==> config.mk <==
export PLATFORM = sky130hd
export DESIGN_NAME = gat_bram_load_ctrl
export DESIGN_NICKNAME = d
export VERILOG_FILES = /design/src/rtl/gat_bram_load_ctrl.sv
export SDC_FILE = /design/constraint.sdc
export NUM_CORES = 1
export LEC_CHECK = 0
export BUFFER_PORTS_ARGS = -buffer_cell sky130_fd_sc_hd__buf_2
export CAP_MARGIN = 40
export CORE_AREA = 2 2 171 173
export DETAILED_ROUTE_END_ITERATION = 8
export DIE_AREA = 0 0 173 175
export GPL_TIMING_DRIVEN = 0
export PLACE_DENSITY = 0.65
export SETUP_SLACK_MARGIN = 0.15
export SYNTH_ARGS = -nofsm -noshare
export SYNTH_HDL_FRONTEND = slang
export SYNTH_SLANG_ARGS = --single-unit
==> constraint.sdc <==
create_clock -name clk -period 2.08 [get_ports clk]
set_input_delay 0.416 -clock clk [delete_from_list [all_inputs] [get_ports clk]]
set_output_delay 0.416 -clock clk [all_outputs]
set_load 0.01 [all_outputs]
==> src/rtl/gat_bram_load_ctrl.sv <==
// Host-to-core BRAM bridge and layer sequencer for the GAT accelerator.
// Byte-addressed 32-bit host writes become word-addressed, truncated core writes; one FSM gates the layer.
module gat_bram_load_ctrl #(
    parameter int NUM_CH = 3,
    parameter int ADDR_W = 20,
    parameter int OUT_W  = 20,
    parameter int CNT_W  = 18,
    parameter int RD_LAT = 2
) (
    input  logic                       clk,
    input  logic                       rst_n,
    input  logic                       gat_layer,
    output logic                       gat_ready,
    input  logic [NUM_CH*CNT_W-1:0]    load_len,
    input  logic [NUM_CH-1:0]          ch_load_done,
    input  logic [NUM_CH*32-1:0]       bram_din,
    input  logic [NUM_CH-1:0]          bram_ena,
    input  logic [NUM_CH-1:0]          bram_wea,
    input  logic [NUM_CH*ADDR_W-1:0]   bram_addra,
    output logic [NUM_CH*OUT_W-1:0]    core_din,
    output logic [NUM_CH-1:0]          core_we,
    output logic [NUM_CH*(ADDR_W-2)-1:0] core_addr,
    output logic                       core_start,
    input  logic                       core_done,
    input  logic                       feat_bram_enb,
    input  logic [ADDR_W-1:0]          feat_bram_addrb,
    output logic [31:0]                feat_bram_dout,
    output logic                       feat_rd_valid,
    output logic                       core_rd_en,
    output logic [ADDR_W-3:0]          core_rd_addr,
    input  logic [OUT_W-1:0]           core_rd_data,
    output logic [NUM_CH-1:0]          err_misalign,
    output logic [NUM_CH-1:0]          err_late,
    output logic [2:0]                 state
);

    typedef enum logic [2:0] {
        S_IDLE  = 3'd0,
        S_LOAD  = 3'd1,
        S_START = 3'd2,
        S_RUN   = 3'd3,
        S_DONE  = 3'd4
    } state_t;

    state_t             r_state;
    logic               r_layer_d;
    logic               r_core_start;
    logic               r_gat_ready;
    logic               w_layer_rise;
    logic               w_wr_open;
    logic               w_cnt_clr;
    logic               w_all_done;
    logic [NUM_CH-1:0]  w_ch_done;
    logic               w_unused_rd;

    assign w_layer_rise = gat_layer & ~r_layer_d;
    assign w_wr_open    = (r_state == S_IDLE) || (r_state == S_LOAD);
    assign w_cnt_clr    = (r_state == S_DONE) && w_layer_rise;
    assign w_all_done   = &w_ch_done;

    assign state      = r_state;
    assign core_start = r_core_start;
    assign gat_ready  = r_gat_ready;

    // Per-channel write path, word counter and sticky error flags.
    generate
        for (genvar gi = 0; gi < NUM_CH; gi++) begin : g_ch
            logic [CNT_W-1:0]  r_cnt;
            logic              r_we;
            logic [OUT_W-1:0]  r_din;
            logic [ADDR_W-3:0] r_addr;
            logic              r_err_mis;
            logic              r_err_late;
            logic [CNT_W-1:0]  w_len;
            logic              w_req;
            logic              w_aligned;
            logic              w_accept;
            logic              w_unused_din;

            assign w_len        = load_len[gi*CNT_W +: CNT_W];
            assign w_req        = bram_ena[gi] & bram_wea[gi];
            assign w_aligned    = (bram_addra[gi*ADDR_W +: 2] == 2'b00);
            assign w_accept     = w_req & w_aligned & w_wr_open;
            assign w_unused_din = ^bram_din[gi*32+OUT_W +: 32-OUT_W];

            assign w_ch_done[gi] = (w_len == '0) || (r_cnt >= w_len) || ch_load_done[gi];

            always_ff @(posedge clk or negedge rst_n) begin
                if (!rst_n) begin
                    r_cnt      <= '0;
                    r_we       <= 1'b0;
                    r_din      <= '0;
                    r_addr     <= '0;
                    r_err_mis  <= 1'b0;
                    r_err_late <= 1'b0;
                end else begin
                    r_we <= w_accept;
                    if (w_accept) begin
                        r_din  <= bram_din[gi*32 +: OUT_W];
                        r_addr <= bram_addra[gi*ADDR_W+2 +: ADDR_W-2];
                    end
                    // Clear wins: an accept can never coincide with the DONE-state clear.
                    if (w_cnt_clr)
                        r_cnt <= '0;
                    else if (w_accept && (r_cnt != {CNT_W{1'b1}}))
                        r_cnt <= r_cnt + 1'b1;
                    if (w_req && !w_aligned)
                        r_err_mis <= 1'b1;
                    if (w_req && !w_wr_open)
                        r_err_late <= 1'b1;
                end
            end

            assign core_we[gi]                           = r_we;
            assign core_din[gi*OUT_W +: OUT_W]           = r_din;
            assign core_addr[gi*(ADDR_W-2) +: ADDR_W-2]  = r_addr;
            assign err_misalign[gi]                      = r_err_mis;
            assign err_late[gi]                          = r_err_late;
        end
    endgenerate

    // Layer sequencer with registered start pulse and ready flag.
    always_ff @(posedge clk or negedge rst_n) begin
        if (!rst_n) begin
            r_state      <= S_IDLE;
            r_layer_d    <= 1'b0;
            r_core_start <= 1'b0;
            r_gat_ready  <= 1'b0;
        end else begin
            r_layer_d    <= gat_layer;
            r_core_start <= 1'b0;
            case (r_state)
                S_IDLE: begin
                    if (w_layer_rise)
                        r_state <= S_LOAD;
                end
                S_LOAD: begin
                    if (w_all_done) begin
                        r_state      <= S_START;
                        r_core_start <= 1'b1;
                    end
                end
                S_START: begin
                    r_state <= S_RUN;
                end
                S_RUN: begin
                    if (core_done) begin
                        r_state     <= S_DONE;
                        r_gat_ready <= 1'b1;
                    end
                end
                S_DONE: begin
                    if (w_layer_rise) begin
                        r_state     <= S_LOAD;
                        r_gat_ready <= 1'b0;
                    end
                end
                default: begin
                    r_state     <= S_IDLE;
                    r_gat_ready <= 1'b0;
                end
            endcase
        end
    end

    // Feature read-back: valid shift register tracks in-flight reads; data captured when the core responds.
    logic [RD_LAT:0] r_rd_vld;
    logic [31:0]     r_feat_dout;

    assign core_rd_en     = feat_bram_enb;
    assign core_rd_addr   = feat_bram_addrb[ADDR_W-1:2];
    assign feat_rd_valid  = r_rd_vld[RD_LAT];
    assign feat_bram_dout = r_feat_dout;
    assign w_unused_rd    = ^feat_bram_addrb[1:0];

    always_ff @(posedge clk or negedge rst_n) begin
        if (!rst_n) begin
            r_rd_vld    <= '0;
            r_feat_dout <= '0;
        end else begin
            r_rd_vld <= {r_rd_vld[RD_LAT-1:0], feat_bram_enb};
            if (r_rd_vld[RD_LAT-1])
                r_feat_dout <= 32'(core_rd_data);
        end
    end

endmodule

==> flow_results.org, run 1 <==
** STA
- Once routing completed, OpenROAD measured the worst setup slack at ~70 ps.
- Post-route fraction of the period consumed by the critical path :: 0.9669
- Based on the critical path, the design can be clocked at up to just under 500 MHz.
- Setup violations remaining at the end of the flow were counted as 0.
- The worst pin sits at a relative slew slack of 0.4127.
- Final hold violation count :: 0
- Unrepaired setup endpoints after global routing :: yes
- The number of max-slew violations in the final report was 0.
- The worst path in the final design needs a cycle of just over 2000 ps, including I/O delays and setup.
- For the pin with the worst max-slew slack, the measured transition is 881.0 ps.
- Summed over all failing endpoints, the final setup total negative slack is 0 ps.
- The clock arrives with about 24 ps of skew.

** Logic synthesis
- The share of synthesized area in the top cell type comes to 0.5090.
- Ys async rst share :: 1.000
- The most common cell in the synthesized netlist is sky130_fd_sc_hd__nand2_1.
- Number of library cell types mapped by synthesis :: 54
- The share of the Yosys chip area taken by registers is 0.5090.
- In this run, synthesis produced a sequential element count of slightly above 200.
- For this run, the number of Yosys warnings is 0.
- The portion of synthesized area spent on multiplexers is 0.06448.
- Of the total synthesized cell area, the portion taken by AND, OR, NAND and NOR gates is 0.1918.
- Syn avg cell area :: 9.805 µm²
- The cell count after synthesis came out at around 1000.
- The compound-cell area share of the yosys netlist came to 0.06275.
- Top area cells in the synthesized netlist :: sky130_fd_sc_hd__dfrtp_1, sky130_fd_sc_hd__nand2_1, sky130_fd_sc_hd__ha_1, sky130_fd_sc_hd__mux2_2, sky130_fd_sc_hd__buf_4
- Most frequent cells after synthesis :: sky130_fd_sc_hd__nand2_1, sky130_fd_sc_hd__dfrtp_1, sky130_fd_sc_hd__inv_1
- Combinational family with the most area after synthesis :: simple AND/OR/NAND/NOR gates
- Of the total synthesized cell area, the portion taken by XOR and XNOR cells is 0.03372.
- The largest total area in the synthesized netlist belongs to sky130_fd_sc_hd__dfrtp_1.
- The most used flip-flop cell after synthesis is sky130_fd_sc_hd__dfrtp_1.
- In this run, synthesis inferred 0 flip-flops with an integrated enable.
- Post-Synthesis Cell Area :: 0.01013 mm²
- Of the total synthesized cell area, the portion taken by full adders, half adders and majority gates is 0.07041.

** Final layout
- Layout cell share with drive strength beyond 1 :: 0.4120
- In the final design database the tool counted roughly 1800 nets.
- Relative to the synthesized area, the layout overhead comes to 37.90%.
- Leaving out filler cells and counting taps, the final layout contains roughly 1900.
- The layout has 2687 filler cells.

** Global routing
- Largest net degree at the start of global routing :: 116
- The number of global-route vias before repair came to around 8900.
- Sum of overflow across all layers after global routing :: 0
- All-Layer GR Usage :: 0.1842
- Number of antenna violations at the first check in global routing :: 2
- Global-route wire length before repair :: 45.38 mm

** Die
- From left edge to right edge, the die measures around 170 µm.
- In this run the count of I/O pins placed on the die edge is roughly 440.
- Number of placement rows :: 62
- In this run the vertical extent of the chip is approximately 180 µm.
- Starting density of the core :: 0.3567
- Total die area :: slightly above 0.03 mm²
- Area of the core :: about 0.028 mm²

** Placed design
- Placed cells :: about 1800
- Port buffer count :: between 300 and 400
- Routability cong. :: approximately 0.79
- Worst Setup Slack post-DPL :: -683.9 ps
- Dpl hpwl :: approximately 22 mm

** Pwr
- For this design the static power due to leakage is roughly 7.5 nW.
- Dividing total power by cell area gives a power density of about 1000 mW/mm².
- IR analysis of the VDD net gives a maximum drop of ~0.60 mV.

** Min path
- Along the worst hold path, the cell count comes to 1.
- Worst Hold Path EP :: r_rd_vld[0]
- Min-delay worst type :: in2reg
- In this run the most critical hold path is launched from feat_bram_enb.

** Clock tree
- CTS tree :: done
- Counting the buffers created by CTS gives 23.
- In this run the number of H-tree levels came out at 1.
- Clock-pin slew was measured on the worst setup and hold paths at roughly 60 ps.
- Clock tree synthesis found a total of a little over 200 sinks.
- CTS placed an instance of sky130_fd_sc_hd__clkbuf_16 at the clock tree root.
- Counting along the longest clock path gives a buffer depth of 3.
- At the later pin of the worst-skew pair, clock insertion delay measures approximately 530 ps.

** Setup path
- Worst R2R End :: state[1]
- List of cells traversed by the critical path :: ha_4 -> and2_4 -> a221o_1 -> a2111oi_4 -> o2111ai_4 -> nand3_2 -> o21ai_1
- CP required :: between 2000 and 2500 ps
- For the worst flop-to-flop path, the logic depth is 7.
- WP data arrival :: between 2000 and 2500 ps
- Type of destination of the critical path :: flop
- Worst reg2reg startpoint :: g_ch[0].r_cnt[13]
- The worst setup path is of the reg2reg kind.
- Flop-to-flop setup slack :: 70 ps
- Critical Path Start Type :: flop
- Max incr delay on CP :: 430 ps
- Maximum fanout encountered on the critical timing path :: 2
- Critical Path Slowest Stage Cell :: sky130_fd_sc_hd__dfrtp_2

** Route
- DRC Markers :: 0
- The first detailed-routing pass ran for 5 iterations.
- Routed vias/inst :: roughly 4.7
- The routed design has 28.69 mm of wire.
- Count of vias placed by the detailed router :: between 8000 and 9000
- Once detail routing completed, the nets flagged for antenna violations numbered 0.
- DRC marker count from the first detailed-route iteration :: between 200 and 300
- Dividing the detail-routed wire length by the instance count gives between 15 and 20 µm.

** Flow run
- The tool flagged a number of max-cap violations equal to 0.

** Status
- Result of the run :: finished clean
-- metal layers --
metal	vias up	share of wire	GRT usage
met3	43	0.071	0.04547
met5	-	0	0
met2	294	0.50	0.3287
li1	4287	-	-
met4	0	0.021	0.05085
met1	4176	0.40	0.2208
-- cell families after synthesis --
group                      Yosys count
xor gates and xnor gates            39
AOI/OAI and AO/OA                   95
DFF                                206
adders and majority gates           57
other                                1
buffers and inverters              139
muxes                               58
and+or+nand+nor                    438
-- power by group --
group / switching, W / leakage, nW / total, W / internal [W]
clock network: 0.00166 / 0.383 / 0.00411 / 0.00245
logic: 0.00232 / 4.52 / 0.00432 / 0.00200
registers: 0.000765 / 2.58 / 0.00601 / 0.00524
-- stage by stage --
stage | power [W] | hold slack (ps) | utilization | cell area [µm²]
after detailed placement | 0.01027 | 345.7 | 0.4463 | 12670
after CTS | 0.01458 | 3.309 | 0.4856 | 13790
after global placement | 0.01013 | 331.7 | 0.4450 | 12630
final | 0.01444 | 32.39 | 0.4919 | 13970
after global routing | 0.01535 | 10.44 | 0.4918 | 13960
after floorplan | 0.008165 | 120.4 | - | 10280
-- final cells by class --
cell class	count	area, µm²	area share
Buffer	74	526.8	0.03771
Multi-Input combinational cell	699	4629	0.3315
Timing Repair Buffer	403	2150	0.1539
Inverter	65	247.7	0.01774
Antenna cell	1	2.502	0.0001792
Clock inverter	5	65.06	0.004658
Sequential cell	206	5161	0.3695
Tap cell	384	480.5	0.03440
Clock buffer	36	704.4	0.05043
-- worst max-delay path by stage --
stage / start / endpoint / slack [ps] / cells past startpoint
finish: g_ch[0].r_cnt[13] / state[1] / 70 / 7
floorplan: state[2] / g_ch[2].r_cnt[9] / 130 / 6
detailed placement: state[1] / g_ch[0].r_din[3] / -680 / 7
global placement: rst_n / g_ch[0].r_cnt[11] / -3040 / 1
CTS: g_ch[0].r_cnt[11] / state[0] / 0.1 / 7
global route: g_ch[2].r_cnt[7] / state[0] / -30 / 6
-- what timing repair did --
item | in CTS | in global routing
hold buffers | 2 | 0
gates resized for setup | 50 | 49
setup buffers | 22 | 3
pin swaps | 17 | 11
endpoints found under the hold margin | 15 | 0
setup endpoints to repair | 174 | 121
-- critical path: cells and delay by family (launching register included) --
| family | cells | cell delay, ps |
|---|---|---|
| and+or+nand+nor | 2 | 260 |
| adders and majority gates | 1 | 220 |
| DFF | 1 | 430 |
| AOI/OAI and AO/OA | 4 | 990 |
-- cells in the final DEF, fill, tap and decap left out, types with 4 or more instances in the layout --
cell type and instances:
sky130_fd_sc_hd__mux2_4 9, sky130_fd_sc_hd__a211oi_1 6, sky130_fd_sc_hd__nor3_2 4, sky130_fd_sc_hd__clkbuf_4 9, sky130_fd_sc_hd__o2111ai_1 6, sky130_fd_sc_hd__dfrtp_2 5, sky130_fd_sc_hd__ha_1 53, sky130_fd_sc_hd__clkbuf_16 23
sky130_fd_sc_hd__and2_1 5, sky130_fd_sc_hd__nand2_1 267, sky130_fd_sc_hd__buf_2 377, sky130_fd_sc_hd__conb_1 12, sky130_fd_sc_hd__a21o_1 5, sky130_fd_sc_hd__nor4_1 12, sky130_fd_sc_hd__and3_1 13, sky130_fd_sc_hd__nand4_1 29
sky130_fd_sc_hd__o21ai_0 18, sky130_fd_sc_hd__a21oi_1 19, sky130_fd_sc_hd__o21bai_1 6, sky130_fd_sc_hd__inv_1 60, sky130_fd_sc_hd__xnor2_1 12, sky130_fd_sc_hd__nand3_1 14, sky130_fd_sc_hd__xor2_1 27, sky130_fd_sc_hd__inv_2 4
sky130_fd_sc_hd__or3_1 4, sky130_fd_sc_hd__clkbuf_1 12, sky130_fd_sc_hd__clkbuf_8 8, sky130_fd_sc_hd__mux2_2 49, sky130_fd_sc_hd__buf_6 8, sky130_fd_sc_hd__and4_1 4, sky130_fd_sc_hd__buf_4 63, sky130_fd_sc_hd__dfrtp_1 201
sky130_fd_sc_hd__nor2_1 56, sky130_fd_sc_hd__clkbuf_2 7, sky130_fd_sc_hd__nor3_1 7
-- flip-flops by register name (all words and copies together) (netlist names) --
register	count
g_ch.r_err_late	3
g_ch.r_din	60
g_ch.r_we	3
state	3
g_ch.r_cnt	54
gat_ready	1
r_rd_vld	3
feat_bram_dout	20
g_ch.r_addr	54
r_layer_d	1
g_ch.r_err_mis	3
core_start	1
(Power assumes the default switching activity.)
==> run 2: changes to the inputs <==
Settings changed: BUFFER_PORTS_ARGS -buffer_cell sky130_fd_sc_hd__buf_2 to -buffer_cell sky130_fd_sc_hd__buf_4, CTS_CLUSTER_SIZE set to 10.
Clock period 2.08 ns to 1.7 ns, I/O delays scaled along.
==> run 2 against run 1 <==
The flow now finishes with violations (negative hold slack, negative setup slack). Count of clock-buffer cells in the layout decreased by 3. Largest power group unchanged. Worst setup slack got worse by 490 ps. Final cell count increased by 1.9%. Register-to-register slack got worse by 490 ps. Combinational power increased by 60%. Critical endpoint is now core_start. Fmax decreased by 5.2%.
==> flow_results.org, run 2 (synthesized netlist as in run 1, its figures left out) <==
** Route
- Using the TritonRoute via totals, the vias-per-cell ratio works out to around 4.8.
- First-pass detailed-route iteration total :: 4
- After the first detailed-routing iteration, the DRC count stood at between 300 and 400.
- DRC Markers :: 0
- Summed over all layers, the routed wires come to just over 30 mm.
- Count of vias placed by the detailed router :: 9090
- Number of nets still failing antenna checks after routing :: 0
- In the final routed layout, each cell accounts on average for 16.20 µm.

** Pwr
- Register share of total power :: 0.395
- Summed over all cells, the static leakage comes to about 8.4 nW.
- The share of total power dissipated in combinational logic is 0.360.
- Summing internal, switching and leakage power gives around 0.019 W.
- Of the total power, the clock network draws 0.245.
- Peak supply drop :: a little under 0.8 mV
- Summed over all nets, the switching power comes to 0.006208 W.
- Cell internal power was estimated by the tool at ~0.013 W.
- Power density normalized to cell area :: roughly 1200 mW/mm²
- Of the total power, the share spent switching nets is 0.3221.

** Setup path
- Type of destination of the critical path :: flop
- For the worst setup path, the data required time is approximately 2100 ps.
- WP data arrival :: about 2500 ps
- The endpoint identified for the worst register-to-register timing path is core_start.
- Maximum fanout encountered on the critical timing path :: 2
- Worst reg2reg startpoint :: g_ch[0].r_cnt[11]
- The worst setup path is of the reg2reg kind.
- STA classifies the critical path startpoint as a flop.
- Setup slack on the worst reg-to-reg path comes out at -420 ps.
- Cell count of the worst reg-to-reg path :: 7

** STA
- Post-route fraction of the period consumed by the critical path :: 1.248
- Static timing analysis puts the maximum clock frequency at between 400 and 500 MHz.
- At the pin with the least slew margin, the transition time is roughly 800 ps.
- Setup violations, final :: 162
- Post-route worst setup slack :: -421.6 ps
- The number of max-slew violations in the final report came to 0.
- After layout, the minimum clock period comes to roughly 2100 ps.
- Final hold violation count :: between 90 and 100
- Smallest hold slack :: -157.8 ps
- The worst pin sits at a relative slew slack of 0.4686.
- Setup repair after global routing could not meet its margin everywhere.
- Worst setup skew after layout :: between 10 and 15 ps

** Min path
- The worst hold path belongs to the class in2async.

** Placed design
- Worst Setup Slack post-DPL :: -733.5 ps
- The congestion estimate from routability-driven global placement came to between 0.8 and 0.9.
- Dpl hpwl :: 21.85 mm
- Placed cells :: around 1800
- Port buffering added 375 buffers.

** Global routing
- Vias in the first global route :: approximately 9300
- The number of antenna violations at the first check in global routing was 0.
- Largest net degree at the start of global routing :: 110
- All-Layer GR Usage :: 0.1931
- Global-route wire length before repair :: ~48 mm
- The total overflow left after global routing is 0.

** Final layout
- 0 antenna diodes ended up in the layout.
- Filler cells :: ~2400
- Flip-flop and latch area :: 0.005161 mm²
- The top cell types in the final layout, fill and taps aside, are sky130_fd_sc_hd__buf_4, sky130_fd_sc_hd__dfrtp_1, sky130_fd_sc_hd__nand2_1, sky130_fd_sc_hd__nand2_2, sky130_fd_sc_hd__inv_1.
- The library cell used most frequently in the layout, excluding fill and tap cells, is sky130_fd_sc_hd__buf_4.
- Leaving out filler cells and counting taps, the final layout contains ~1900.
- Final net count :: about 1800
- The largest registers in the layout are g_ch.r_din x60, g_ch.r_addr x54, g_ch.r_cnt x54.
- Summing all multi-input logic gate instances after layout gives between 0.005 and 0.006 mm².
- At the end of the flow the core is filled with cells to 0.5740.
- Layout cell share with drive strength beyond 1 :: 0.5184
- Compared with the post-synthesis result, the final layout area differs by 60.91%.
- Biggest register :: g_ch.r_din
- Flip-flop count of the largest register, all copies and words added :: 60

** Clock tree
- H-tree level count :: 1
- Longest Clk Path Bufs :: 3
- TritonCTS built the clock tree.
- Total CTS buffers :: 25
- Clock transition at the registers of the reported paths :: roughly 60 ps
- Clock insertion delay at the later pin of the skew report :: about 520 ps
- Clock Root Buffer :: sky130_fd_sc_hd__clkbuf_16
- Clock tree synthesis found a total of slightly above 200 sinks.
- Hold repair after CTS inserted 2 buffers.

** Die
- The die covers slightly above 0.03 mm².
- Number of placement rows :: 62
- The floorplan step defined a core boundary enclosing around 0.028 mm².
- Pin placement for this block handled 444 I/O pins.
- Measured along the x axis, the die boundary spans 173 µm.
- Starting density of the core :: 0.3567
- In this run the vertical extent of the chip is roughly 180 µm.

** Status
- Result of the run :: complete, but fails checks
- Failing checks :: negative hold slack, negative setup slack

** Flow run
- Across the run, the number of max-cap violations was 0.
[run 2: cell count changes in the layout (fill, tap and decap cells not counted), sizes merged]
cell    delta
bufinv     -1
clkbuf     -5
clkinv     -1
inv        -1
buf       +44
diode      -1
[run 2: timing repair]
item,in CTS,in global routing
gates resized for setup,175,139
hold endpoints to repair,99,97
pin swaps,124,80
setup endpoints to repair,175,175
setup buffers,43,13
gates cloned,9,2
[run 2: layer usage]
layer / GRT usage / vias to the layer above / share of wire
met3: 0.03481 / 50 / 0.050
met4: 0.04802 / 0 / 0.019
met5: 0 / - / 0
met1: 0.2301 / 4376 / 0.41
met2: 0.3587 / 267 / 0.53
li1: - / 4397 / -
[run 2: final cells by class]
class / instances / area share
inverters: 65 / 0.01612
repair buffers: 445 / 0.2248
clock buffers: 33 / 0.04207
multi-input cells: 699 / 0.3211
flip-flops and latches: 206 / 0.3167
plain buffers: 74 / 0.04898
clock inverters: 2 / 0.0008445
well taps: 384 / 0.02948
[run 2: worst max-delay path, cell delays in order (launching register included)]
cell and delay, ps:
sky130_fd_sc_hd__dfrtp_1 430, sky130_fd_sc_hd__ha_4 230, sky130_fd_sc_hd__a21o_1 150, sky130_fd_sc_hd__a221o_1 350
sky130_fd_sc_hd__a2111oi_4 420, sky130_fd_sc_hd__o2111ai_4 230, sky130_fd_sc_hd__nand3_2 140, sky130_fd_sc_hd__nor2_1 50
[run 2: worst max-delay path by stage]
stage	from	endpoint	slack, ps	cells past startpoint
6_report	g_ch[0].r_cnt[11]	core_start	-420	7
5_1_grt	g_ch[0].r_cnt[12]	state[1]	-530	7
4_1_cts	g_ch[0].r_cnt[13]	state[0]	-460	7
3_5_place_dp	state[2]	g_ch[0].r_cnt[10]	-730	7
3_3_place_gp	rst_n	g_ch[1].r_cnt[4]	-1260	1
2_1_floorplan	state[2]	g_ch[2].r_din[10]	-250	6
[run 2: power groups by stage]
stage / Sequential [W] / Clock [W] / Combinational [W]
2_1_floorplan: 0.00797 / 0 / 0.00209
3_3_place_gp: 0.00740 / 0 / 0.00599
6_report: 0.00762 / 0.00472 / 0.00693
5_1_grt: 0.00782 / 0.00504 / 0.00748
4_1_cts: 0.00747 / 0.00485 / 0.00659
3_5_place_dp: 0.00745 / 0 / 0.00610
[run 2: per-stage QoR]
stage          hold WS [ps]  area (µm²)  TNS [ps]
5_1_grt              -82.14       16300    -39960
3_5_place_dp          344.9       13760    -73460
2_1_floorplan         44.41       10430    -12590
4_1_cts              -112.5       15650    -18680
3_3_place_gp          331.5       13720   -321460
6_report             -157.8       16300    -22870
==> run 3: changes to the inputs <==
Clock period 1.7 ns to 1.72 ns, I/O delays scaled along.
==> run 3 against run 2 <==
The run ends with negative setup slack left. Final cell count grew 1.4%. Die area is the same. Worst setup slack gained 53 ps. Sequential cell count is the same. First-iteration DRC count grew 3.6%. Count of clock-buffer cells in the layout is the same. Combinational power grew 7.6%. Largest power group unchanged.
==> flow_results.org, run 3 (synthesized netlist as in run 1, its figures left out) <==
** Route
- Average routed wire per standard cell :: roughly 17 µm
- Routed wire length :: about 33 mm
- Number of nets still failing antenna checks after routing :: 0
- First-pass detailed-route iteration total :: 4
- Routed vias/inst :: 4.802
- After the first detailed-routing iteration, the DRC count stood at between 300 and 400.
- DRC Markers :: 0
- Count of vias placed by the detailed router :: 9287

** STA
- Of the available clock period, the critical path in the final layout requires 1.215.
- For this run, the top clock speed supported by timing is about 480 MHz.
- Setup repair after global routing could not meet its margin everywhere.
- Slew headroom :: 0.5456
- The hold violation total from the final report came to 0.
- Setup violations remaining at the end of the flow were counted as between 100 and 150.
- The number of max-slew violations in the final report was 0.
- Setup slack on the critical path of the routed design comes to -369.0 ps.
- Adding up every negative setup slack in the final design gives -19870 ps.
- The worst path in the final design needs a cycle of around 2100 ps, including I/O delays and setup.
- Worst setup skew after layout :: roughly 10 ps
- For the pin with the worst max-slew slack, the measured transition is ~700 ps.
- Final hold analysis gives a worst-case slack of 24.45 ps.

** Final layout
- Leaving out fill and tap cells, the most frequent cell in the layout is sky130_fd_sc_hd__buf_4.
- Non-filler cells in the finished layout :: approximately 1900
- The register with the most flip-flops in the layout has 60 of them.
- Highest-count cells in the layout ignoring fill and taps :: sky130_fd_sc_hd__buf_4, sky130_fd_sc_hd__dfrtp_1, sky130_fd_sc_hd__nand2_1, sky130_fd_sc_hd__nand2_2, sky130_fd_sc_hd__inv_1
- In the final design database the tool counted around 1900 nets.
- The area growth from synthesis to layout is 67.84%.
- Biggest register :: g_ch.r_din
- The number of antenna diodes in the final layout is 0.
- Layout cell share with drive strength beyond 1 :: 0.5503
- The layout has approximately 2400 filler cells.
- In the final layout, the registers with the most flip-flops are g_ch.r_din x60, g_ch.r_addr x54, g_ch.r_cnt x54.

** Setup path
- Setup slack on the worst reg-to-reg path comes out at -370 ps.
- The worst register-to-register path ends at state[0].
- Critical Path Start Type :: flop
- CP required :: 2150 ps
- Maximum fanout encountered on the critical timing path :: 2
- Worst reg2reg startpoint :: g_ch[0].r_cnt[11]
- Kind of critical path :: reg2reg
- The worst register-to-register path has a depth of 7.
- Type of destination of the critical path :: flop
- For the worst setup path, the data arrival time is roughly 2500 ps.

** Placed design
- Dpl hpwl :: roughly 23 mm
- Port buffering added about 380 buffers.
- Worst Setup Slack post-DPL :: -742.7 ps
- Placed cells :: approximately 1800
- The congestion estimate from routability-driven global placement came to between 0.8 and 0.9.

** Clock tree
- Clock transition at the registers of the reported paths :: 50 ps
- Clock Root Buffer :: sky130_fd_sc_hd__clkbuf_16
- Clock insertion delay at the later pin of the skew report :: 510 ps
- Longest Clk Path Bufs :: 3
- CTS tree :: done
- Buffers inserted during clock tree synthesis total 25.
- H-tree level count :: 1
- The clock net in this run drives a total of 206 sinks.

** Global routing
- Across every metal layer, demand over resource in global routing totals 0.2102.
- Number of antenna violations at the first check in global routing :: 0
- Entering global routing, the biggest net connects between 100 and 150 pins.
- Sum of overflow across all layers after global routing :: 0
- Vias in the first global route :: between 9000 and 10000
- Global-route wire length before repair :: just over 50 mm

** Die
- Total die area :: 0.03028 mm²
- Pin placement for this block handled around 440 I/O pins.
- Starting density of the core :: 0.3567
- In this run the horizontal extent of the chip is approximately 170 µm.
- Vertical die dimension :: between 150 and 200 µm
- Number of placement rows :: slightly above 60
- The region available for standard cell placement spans 0.02839 mm².

** Status
- Failing checks :: negative setup slack
- The flow ran to the end, but the final reports show violations.

** Flow run
- Max-cap violations in this run came to 0.

** Pwr
- Leak pwr :: between 8 and 9 nW
- Power comes to a little under 0.02 W.
- Dividing total power by cell area gives a power density of 1158 mW/mm².
- Across the VDD grid, the largest voltage drop is a little over 0.8 mV.

** Min path
- Worst Hold Path EP :: g_ch[1].r_din[1]
- Hold Crit Start :: bram_din[33]
- Min-delay worst type :: in2reg
- Counting instances, the worst hold path has a depth of 3.
## run 3: metrics by stage
stage / utilization / area [µm²]
final: 0.5988 / 17000
after global placement: 0.4828 / 13710
after global routing: 0.5988 / 17000
after floorplan: - / 10410
after detailed placement: 0.4840 / 13740
after CTS: 0.5749 / 16320
## run 3: cell type report
class	instances	area (µm²)	share of cell area
timing repair buffer	474	4070	0.2394
inverter	65	250.2	0.01472
buffer	72	828.3	0.04872
tap	384	480.5	0.02826
multi-input combinational	699	5518	0.3246
sequential	206	5162	0.3037
clock buffer	33	685.7	0.04033
clock inverter	1	5.005	0.0002944
## run 3: worst max-delay path: stages, from the launching register on
cell and delay, ps:
sky130_fd_sc_hd__dfrtp_1 390, sky130_fd_sc_hd__ha_1 320, sky130_fd_sc_hd__a21o_1 160, sky130_fd_sc_hd__a221o_1 330
sky130_fd_sc_hd__a2111oi_4 350, sky130_fd_sc_hd__o2111ai_4 210, sky130_fd_sc_hd__nand2_1 110, sky130_fd_sc_hd__a2bb2oi_1 150
## run 3: worst max path at each step
stage,to,cells after the start,startpoint
after floorplan,g_ch[2].r_din[10],6,state[2]
after global placement,g_ch[2].r_addr[0],1,rst_n
after detailed placement,g_ch[0].r_cnt[16],7,bram_addra[1]
after CTS,state[0],7,g_ch[0].r_cnt[11]
after global routing,state[1],7,g_ch[0].r_cnt[16]
final,state[0],7,g_ch[0].r_cnt[11]
## run 3: what timing repair did
item / CTS / global route
pin swaps: 161 / 77
setup endpoints to repair: 175 / 276
hold buffers: 3 / 0
cloned: 12 / 2
buffers inserted: 60 / 21
hold endpoints to repair: 106 / 0
resized for setup: 291 / 132
## run 3: report_power, final
group          switching, W  leakage, nW  internal (W)
clock               0.00195        0.339       0.00273
combinational       0.00325         5.83       0.00421
sequential          0.00119         2.58       0.00636
total               0.00639         8.76        0.0133
## run 3: routing by layer
layer / vias up / GRT usage / wire length, µm
li1: 4437 / - / -
met1: 4509 / 0.2572 / 13220
met2: 296 / 0.3777 / 17330
met3: 45 / 0.04809 / 2125
met4: 0 / 0.04626 / 808
met5: - / 0 / 0
